<file path="src/rtl/zpu_sd_sched_if.sv">
// ZPU <-> SD sector scheduler signal bundle: ZPU strobes, hps_io sector handshake,
// ZPU-side sector buffer port and status/debug outputs.
interface zpu_sd_sched_if;
    // ZPU strobes are levels; the scheduler acts on their edges. sd_rd/sd_wr are held
    // high until sd_ack is seen high, then dropped; the transfer ends when sd_ack falls.
    logic [31:0] zpu_data;
    logic        zpu_lba_sel;
    logic        zpu_data_wr;
    logic        zpu_data_rd;
    logic        zpu_io_wr;
    logic        zpu_block_rd;
    logic        zpu_block_wr;
    logic [31:0] sd_lba;
    logic        sd_rd;
    logic        sd_wr;
    logic        sd_ack;
    logic [8:0]  buf_addr;
    logic        buf_wr;
    logic [7:0]  buf_din;
    logic        io_done;
    logic        io_err;
    logic        busy;
    logic [1:0]  dbg_state;

    modport slave (
        input  zpu_data, zpu_lba_sel, zpu_data_wr, zpu_data_rd, zpu_io_wr,
               zpu_block_rd, zpu_block_wr, sd_ack,
        output sd_lba, sd_rd, sd_wr, buf_addr, buf_wr, buf_din,
               io_done, io_err, busy, dbg_state
    );

    modport master (
        output zpu_data, zpu_lba_sel, zpu_data_wr, zpu_data_rd, zpu_io_wr,
               zpu_block_rd, zpu_block_wr, sd_ack,
        input  sd_lba, sd_rd, sd_wr, buf_addr, buf_wr, buf_din,
               io_done, io_err, busy, dbg_state
    );
endinterface

</file>
<file path="src/rtl/zpu_sd_sched.sv">
// Sector request scheduler between ZPU firmware and hps_io, plus buffer pointer logic.
// Optional request watchdog enabled by defining ZPU_SD_TIMEOUT_EN.
module zpu_sd_sched (
    input  logic           CLK,
    input  logic           RESET_N,
    zpu_sd_sched_if.slave  bus
);
    typedef enum logic [1:0] {IDLE = 2'd0, REQ = 2'd1, XFER = 2'd2, DONE = 2'd3} state_e;

    state_e      state_q, state_d;
    logic [3:0]  edge_q, edge_d;   // {block_wr, block_rd, data_rd, data_wr}
    logic        sd_rd_q, sd_rd_d;
    logic        sd_wr_q, sd_wr_d;
    logic        buf_wr_q, buf_wr_d;
    logic        io_done_q, io_done_d;
    logic [8:0]  buf_addr_q, buf_addr_d;
    logic [7:0]  buf_din_q, buf_din_d;
    logic [31:0] sd_lba_q, sd_lba_d;
    logic        data_wr_rise, data_rd_fall, block_rd_rise, block_wr_rise;
`ifdef ZPU_SD_TIMEOUT_EN
    logic        io_err_q, io_err_d;
    logic [23:0] tmo_q, tmo_d;
`endif

    assign data_wr_rise  = bus.zpu_data_wr  & ~edge_q[0];
    assign data_rd_fall  = ~bus.zpu_data_rd & edge_q[1];
    assign block_rd_rise = bus.zpu_block_rd & ~edge_q[2];
    assign block_wr_rise = bus.zpu_block_wr & ~edge_q[3];

    always_comb begin
        state_d    = state_q;
        edge_d     = {bus.zpu_block_wr, bus.zpu_block_rd, bus.zpu_data_rd, bus.zpu_data_wr};
        sd_rd_d    = sd_rd_q;
        sd_wr_d    = sd_wr_q;
        buf_wr_d   = 1'b0;
        io_done_d  = io_done_q;
        buf_din_d  = buf_din_q;
        sd_lba_d   = sd_lba_q;
`ifdef ZPU_SD_TIMEOUT_EN
        io_err_d   = io_err_q;
        tmo_d      = tmo_q;
`endif

        if (data_wr_rise && bus.zpu_lba_sel) begin
            sd_lba_d = bus.zpu_data;
        end
        if (data_wr_rise && !bus.zpu_lba_sel) begin
            buf_wr_d  = 1'b1;
            buf_din_d = bus.zpu_data[7:0];
        end

        // Pointer post-increments after a buffer write and after each read strobe.
        buf_addr_d = buf_addr_q + {8'd0, buf_wr_q} + {8'd0, data_rd_fall};
        if (bus.zpu_io_wr) begin
            buf_addr_d = 9'd0;
        end

        case (state_q)
            IDLE: begin
                if (block_rd_rise || block_wr_rise) begin
                    sd_rd_d   = block_rd_rise;
                    sd_wr_d   = ~block_rd_rise;
                    io_done_d = 1'b0;
                    state_d   = REQ;
`ifdef ZPU_SD_TIMEOUT_EN
                    io_err_d  = 1'b0;
                    tmo_d     = 24'd0;
`endif
                end
            end
            REQ: begin
                if (bus.sd_ack) begin
                    sd_rd_d = 1'b0;
                    sd_wr_d = 1'b0;
                    state_d = XFER;
                end
            end
            XFER: begin
                if (!bus.sd_ack) begin
                    state_d = DONE;
                end
            end
            DONE: begin
                io_done_d = 1'b1;
                state_d   = IDLE;
            end
            default: state_d = IDLE;
        endcase

`ifdef ZPU_SD_TIMEOUT_EN
        // Watchdog overrides the handshake once the count saturates.
        if (state_q == REQ || state_q == XFER) begin
            if (tmo_q == 24'hFF_FFFF) begin
                sd_rd_d   = 1'b0;
                sd_wr_d   = 1'b0;
                io_err_d  = 1'b1;
                io_done_d = 1'b1;
                state_d   = IDLE;
            end else begin
                tmo_d = tmo_q + 24'd1;
            end
        end
`endif
    end

    always_ff @(posedge CLK or negedge RESET_N) begin
        if (!RESET_N) begin
            state_q    <= IDLE;
            edge_q     <= 4'd0;
            sd_rd_q    <= 1'b0;
            sd_wr_q    <= 1'b0;
            buf_wr_q   <= 1'b0;
            io_done_q  <= 1'b1;
            buf_addr_q <= 9'd0;
            buf_din_q  <= 8'd0;
            sd_lba_q   <= 32'd0;
`ifdef ZPU_SD_TIMEOUT_EN
            io_err_q   <= 1'b0;
            tmo_q      <= 24'd0;
`endif
        end else begin
            state_q    <= state_d;
            edge_q     <= edge_d;
            sd_rd_q    <= sd_rd_d;
            sd_wr_q    <= sd_wr_d;
            buf_wr_q   <= buf_wr_d;
            io_done_q  <= io_done_d;
            buf_addr_q <= buf_addr_d;
            buf_din_q  <= buf_din_d;
            sd_lba_q   <= sd_lba_d;
`ifdef ZPU_SD_TIMEOUT_EN
            io_err_q   <= io_err_d;
            tmo_q      <= tmo_d;
`endif
        end
    end

    assign bus.sd_lba    = sd_lba_q;
    assign bus.sd_rd     = sd_rd_q;
    assign bus.sd_wr     = sd_wr_q;
    assign bus.buf_addr  = buf_addr_q;
    assign bus.buf_wr    = buf_wr_q;
    assign bus.buf_din   = buf_din_q;
    assign bus.io_done   = io_done_q;
    assign bus.busy      = (state_q != IDLE);
    assign bus.dbg_state = state_q;
`ifdef ZPU_SD_TIMEOUT_EN
    assign bus.io_err    = io_err_q;
`else
    assign bus.io_err    = 1'b0;
`endif
endmodule

</file>
<file path="src/flat_wrapper.sv">
// flat-port wrapper written by rule: the top's interface ports become plain ports
module zpu_sd_sched_flat 
  (CLK, RESET_N, bus_zpu_data, bus_zpu_lba_sel, bus_zpu_data_wr, bus_zpu_data_rd, bus_zpu_io_wr, bus_zpu_block_rd, bus_zpu_block_wr, bus_sd_ack, bus_sd_lba, bus_sd_rd, bus_sd_wr, bus_buf_addr, bus_buf_wr, bus_buf_din, bus_io_done, bus_io_err, bus_busy, bus_dbg_state);
  zpu_sd_sched_if bus_i ();
  input  logic CLK;
  input  logic RESET_N;
  input wire logic [$bits(bus_i.zpu_data)-1:0] bus_zpu_data;
  input wire logic [$bits(bus_i.zpu_lba_sel)-1:0] bus_zpu_lba_sel;
  input wire logic [$bits(bus_i.zpu_data_wr)-1:0] bus_zpu_data_wr;
  input wire logic [$bits(bus_i.zpu_data_rd)-1:0] bus_zpu_data_rd;
  input wire logic [$bits(bus_i.zpu_io_wr)-1:0] bus_zpu_io_wr;
  input wire logic [$bits(bus_i.zpu_block_rd)-1:0] bus_zpu_block_rd;
  input wire logic [$bits(bus_i.zpu_block_wr)-1:0] bus_zpu_block_wr;
  input wire logic [$bits(bus_i.sd_ack)-1:0] bus_sd_ack;
  output wire logic [$bits(bus_i.sd_lba)-1:0] bus_sd_lba;
  output wire logic [$bits(bus_i.sd_rd)-1:0] bus_sd_rd;
  output wire logic [$bits(bus_i.sd_wr)-1:0] bus_sd_wr;
  output wire logic [$bits(bus_i.buf_addr)-1:0] bus_buf_addr;
  output wire logic [$bits(bus_i.buf_wr)-1:0] bus_buf_wr;
  output wire logic [$bits(bus_i.buf_din)-1:0] bus_buf_din;
  output wire logic [$bits(bus_i.io_done)-1:0] bus_io_done;
  output wire logic [$bits(bus_i.io_err)-1:0] bus_io_err;
  output wire logic [$bits(bus_i.busy)-1:0] bus_busy;
  output wire logic [$bits(bus_i.dbg_state)-1:0] bus_dbg_state;
  assign bus_i.zpu_data = bus_zpu_data;
  assign bus_i.zpu_lba_sel = bus_zpu_lba_sel;
  assign bus_i.zpu_data_wr = bus_zpu_data_wr;
  assign bus_i.zpu_data_rd = bus_zpu_data_rd;
  assign bus_i.zpu_io_wr = bus_zpu_io_wr;
  assign bus_i.zpu_block_rd = bus_zpu_block_rd;
  assign bus_i.zpu_block_wr = bus_zpu_block_wr;
  assign bus_i.sd_ack = bus_sd_ack;
  assign bus_sd_lba = bus_i.sd_lba;
  assign bus_sd_rd = bus_i.sd_rd;
  assign bus_sd_wr = bus_i.sd_wr;
  assign bus_buf_addr = bus_i.buf_addr;
  assign bus_buf_wr = bus_i.buf_wr;
  assign bus_buf_din = bus_i.buf_din;
  assign bus_io_done = bus_i.io_done;
  assign bus_io_err = bus_i.io_err;
  assign bus_busy = bus_i.busy;
  assign bus_dbg_state = bus_i.dbg_state;
  zpu_sd_sched u_core (.CLK(CLK), .RESET_N(RESET_N), .bus(bus_i));
endmodule
</file>
<file path="config.mk">
export PLATFORM = sky130hd
export DESIGN_NAME = zpu_sd_sched_flat
export DESIGN_NICKNAME = d
export VERILOG_FILES = /design/src/rtl/zpu_sd_sched_if.sv /design/src/rtl/zpu_sd_sched.sv /design/src/flat_wrapper.sv
export SDC_FILE = /design/constraint.sdc
export NUM_CORES = 1
export LEC_CHECK = 0
export ABC_AREA = 1
export BUFFER_PORTS_ARGS = -buffer_cell sky130_fd_sc_hd__buf_2
export CAP_MARGIN = 20
export CORE_MARGIN = 1.5
export CORE_UTILIZATION = 40
export DETAILED_ROUTE_END_ITERATION = 7
export PLACE_DENSITY_LB_ADDON = 0.05
export REMOVE_ABC_BUFFERS = 1
export SYNTH_ARGS = -nofsm -noshare
export SYNTH_HDL_FRONTEND = slang
export SYNTH_SLANG_ARGS = --single-unit
</file>
<file path="constraint.sdc">
create_clock -name CLK -period 4.65 [get_ports CLK]
set_input_delay 1.395 -clock CLK [delete_from_list [all_inputs] [get_ports CLK]]
set_output_delay 1.395 -clock CLK [all_outputs]
set_load 0.02 [all_outputs]
</file>
==> run_results.csv <==
group,metric,value,unit
logic_synthesis,netlist.top_cell.by_area,"sky130_fd_sc_hd__dfrtp_1",
place,placement.setup.worst_slack,1.94,ns
clocking,clock_tree_from_tritoncts,"done",
setup_path,critical_path_buf_inv_count,3,
sta,final-max-slew-violation-count,0,
drt,drc,0,
run,max_cap_violations,0,
setup_path,critical_path_cell_count,4,
sta,worst_clock_skew,0.00519,ns
setup_path,timing_worst_setup_path_type,"reg2out",
logic_synthesis,synth_ff_type,"sky130_fd_sc_hd__dfrtp_1",
sta,post-route-worst-setup-slack,1.97,ns
logic_synthesis,synth-edff-count,0,
setup_path,timing.critical_path.max_delay_family,"flip-flops",
setup_path,critical-path-max-stage-delay,0.41,ns
logic_synthesis,asyncSetResetFlopFracSynth,1.00,
global_route,globalRouteOverflowTotal,0,
logic_synthesis,netlist_area,2640,sq um
global_route,track_usage,0.154,
finish,design.final.nets,423,
place,numPortBuffers,96,
logic_synthesis,synthAdderAreaFrac,0.0361,
place,dpl.hpwl,3.57,mm
drt,drtAntennaViolNets,0,
floorplan,initial_cell_density_of_the_core,0.415,
drt,drt-initial-drc-count,62,
setup_path,timing.critical_path.mode_cell,"sky130_fd_sc_hd__inv_1",
setup_path,required_time_reported_for_the_critical_path_endpoint,3.25,ns
finish,drive_gt1_frac,0.392,
clocking,post_cts_resize_count,0,
logic_synthesis,synthDominantCellAreaShare,0.551,
logic_synthesis,post_synth_main_area_contributors,"sky130_fd_sc_hd__dfrtp_1, sky130_fd_sc_hd__o21ai_2, sky130_fd_sc_hd__nand2_1",
sta,tightest_slew,0.855,ns
drt,drt_pre_antenna_iters,4,
clocking,clk_pin_slew_worst_paths,0.06,ns
floorplan,top_ports,98,
sta,max_slew_margin,0.430,
finish,postLayoutCoreUtil,0.535,
drt,totalWireLength,5.03,mm
place,gp_congestion,0.724,
worst_hold_path,worstHoldPathType,"reg2reg",
setup_path,cp-end-kind,"primary output",
drt,route.detailed.wl_per_inst,11.0,um
logic_synthesis,ys_ff_latch,59,
clocking,cts_num_sinks,59,
clocking,cts_buffers,9,
finish,area_growth_syn_to_fin,28.8,%
sta,final_layout_setup_total_negative_slack,0,ns
global_route,grt_max_degree,65,
place,placed_insts,440,
global_route,antenna_violations_before_repair,0,
setup_path,cp_max_fo,5,
floorplan,height_of_the_die,84.2,um
drt,route.vias.total,1956,
sta,max_clock_freq,0.373,GHz
logic_synthesis,yosysWarnings,0,
power_and_ir_drop,pwr_density_cell,486,nW/um^2
drt,number_of_vias_per_cell_after_detailed_routing,4.28,
floorplan,die_ar,7090,sq um
setup_path,cells_traversed_along_the_worst_timing_path,"inv_1, ha_1, inv_1, buf_2",
logic_synthesis,synth.mux.area_fraction,0,
logic_synthesis,synthMostInstantiatedCell,"sky130_fd_sc_hd__nand2_1",
sta,final-setup-viol-count,0,
status,outcome,"finished, final reports clean",
global_route,first_global_vias,1854,
clocking,cts_max_path_buffers,2,
setup_path,critPathSlowestCell,"sky130_fd_sc_hd__dfrtp_1",
logic_synthesis,yosysUniqueCellTypes,18,
power_and_ir_drop,peakVddDrop,0.000288,V
power_and_ir_drop,total_power_consumption,1.65,mW
clocking,htree_levels,3,
drt,top_signal_layer_used,"met4",
finish,layoutNonFillerInstCount,457,
power_and_ir_drop,power_leakage,1.96,nW
floorplan,die_w,84.2,um
setup_path,timing.critical_path.arrival,1.29,ns
logic_synthesis,synth_compound_area_frac,0.140,
clocking,cts.root.buffer_cell,"sky130_fd_sc_hd__clkbuf_8",
finish,num_antenna_cells,0,
drt,met3RoutedLength,403,um
sta,finalHoldViolations,0,
logic_synthesis,proportion_of_synthesized_chip_area_in_sequential_cells,0.561,
logic_synthesis,synthSimpleGateAreaFrac,0.160,
sta,finalWorstPathRequiredPeriod,2.68,ns
sta,period_utilization,0.577,
setup_path,startpoint_type,"flop",
floorplan,num_rows,29,
drt,wl_met1,2.27,mm
global_route,wire_length_of_the_first_global_routing_pass,8.49,mm
logic_synthesis,synthesis.instances,274,
clocking,clk_latency,0.32,ns
logic_synthesis,synth_area_per_cell,9.62,sq um
logic_synthesis,synth_xor_area_frac,0,
floorplan,coreArea,6350,sq um
worst_hold_path,worst_hold_stages,2,
setup_path,reg2regPathDepth,4,
logic_synthesis,netlist_top_cells_count,"sky130_fd_sc_hd__nand2_1, sky130_fd_sc_hd__dfrtp_1, sky130_fd_sc_hd__inv_1",
sta,unrepaired_setup_endpoints_after_global_routing,"false",
clocking,hold_fix_buffer_count_after_cts,0,
logic_synthesis,largest_family_of_logic_cells_by_synthesized_area,"simple AND/OR/NAND/NOR gates",
clocking,post_cts_buffers,0,
drt,met2_length,2.31,mm
-- cells by family (layout without fill, tap and decap cells) --
group	count (synthesis)	after routing
AOI/OAI and AO/OA	49	49
adders and majority gates	7	7
buffers and inverters	57	163
DFF	59	59
other	1	1
and+or+nand+nor	101	101
-- routing by layer --
layer | vias to the layer above | track usage
met2 | 56 | 0.233
met4 | 0 | 0.0894
met1 | 861 | 0.188
li1 | 1035 | -
met5 | - | 0
met3 | 4 | 0.0590
-- metrics by stage --
step / area (sq um) / hold WS (ns)
final: 3400 / 0.465
after global routing: 3400 / 0.488
after CTS: 3380 / 0.470
after detailed placement: 3130 / 0.454
after global placement: 3130 / 0.454
after floorplan: 2550 / 0.494
-- tightest hold or removal path, cell delays in order (launching register included) --
cell and delay (ns):
sky130_fd_sc_hd__dfrtp_1 0.34, sky130_fd_sc_hd__nand2_1 0.05, sky130_fd_sc_hd__nand2_1 0.04
-- sequential cells by signal, indices dropped and copies added (netlist names) --
register              flops
u_core.bus.sd_lba        32
u_core.bus.buf_addr       9
u_core.bus.buf_din        8
u_core.edge_q             4
u_core.bus.dbg_state      2
u_core.bus.buf_wr         1
u_core.bus.io_done        1
u_core.bus.sd_rd          1
u_core.bus.sd_wr          1
-- power breakdown --
| part | switching [mW] | internal [mW] | leakage [nW] |
|---|---|---|---|
| registers | 0.0481 | 0.599 | 0.744 |
| clock network | 0.193 | 0.369 | 0.123 |
| logic | 0.281 | 0.159 | 1.10 |
-- path summary, 6_finish.rpt --
kind | start | endpoint | slack [ns]
min in group asynchronous | RESET_N | u_core.edge_q[3]$_DFF_PN0_ | 1.04
hold reg to reg | u_core.bus.sd_wr$_DFFE_PN0P_ | u_core.bus.sd_wr$_DFFE_PN0P_ | 0.47
max in group asynchronous | RESET_N | u_core.bus.buf_addr[2]$_DFF_PN0_ | 2.82
setup / recovery | u_core.bus.dbg_state[0]$_DFFE_PN0P_ | bus_busy | 1.97
hold / removal | u_core.bus.sd_wr$_DFFE_PN0P_ | u_core.bus.sd_wr$_DFFE_PN0P_ | 0.47
setup reg to reg | u_core.edge_q[0]$_DFF_PN0_ | u_core.bus.sd_lba[8]$_DFFE_PN0P_ | 3.02
-- placed cells by master, fill, tap and decap left out, types with 3 or more instances in the layout --
cell type                    n
sky130_fd_sc_hd__o21ai_2    32
sky130_fd_sc_hd__dfrtp_1    58
sky130_fd_sc_hd__o21ai_0    11
sky130_fd_sc_hd__buf_2      96
sky130_fd_sc_hd__clkbuf_8   10
sky130_fd_sc_hd__nand2_1    70
sky130_fd_sc_hd__ha_1        6
sky130_fd_sc_hd__nand3_1     8
sky130_fd_sc_hd__a21oi_1     5
sky130_fd_sc_hd__bufinv_16   3
sky130_fd_sc_hd__nor2_1     20
sky130_fd_sc_hd__inv_1      49
-- final cells by class --
class / instances / area [sq um]
fillers: 618 / 2950
flip-flops and latches: 59 / 1480
multi-input cells: 158 / 888
repair buffers: 98 / 508
inverters: 49 / 184
clock buffers: 11 / 141
clock inverters: 5 / 100
well taps: 77 / 96.3
Note: power is estimated with default switching activity, not from simulation.
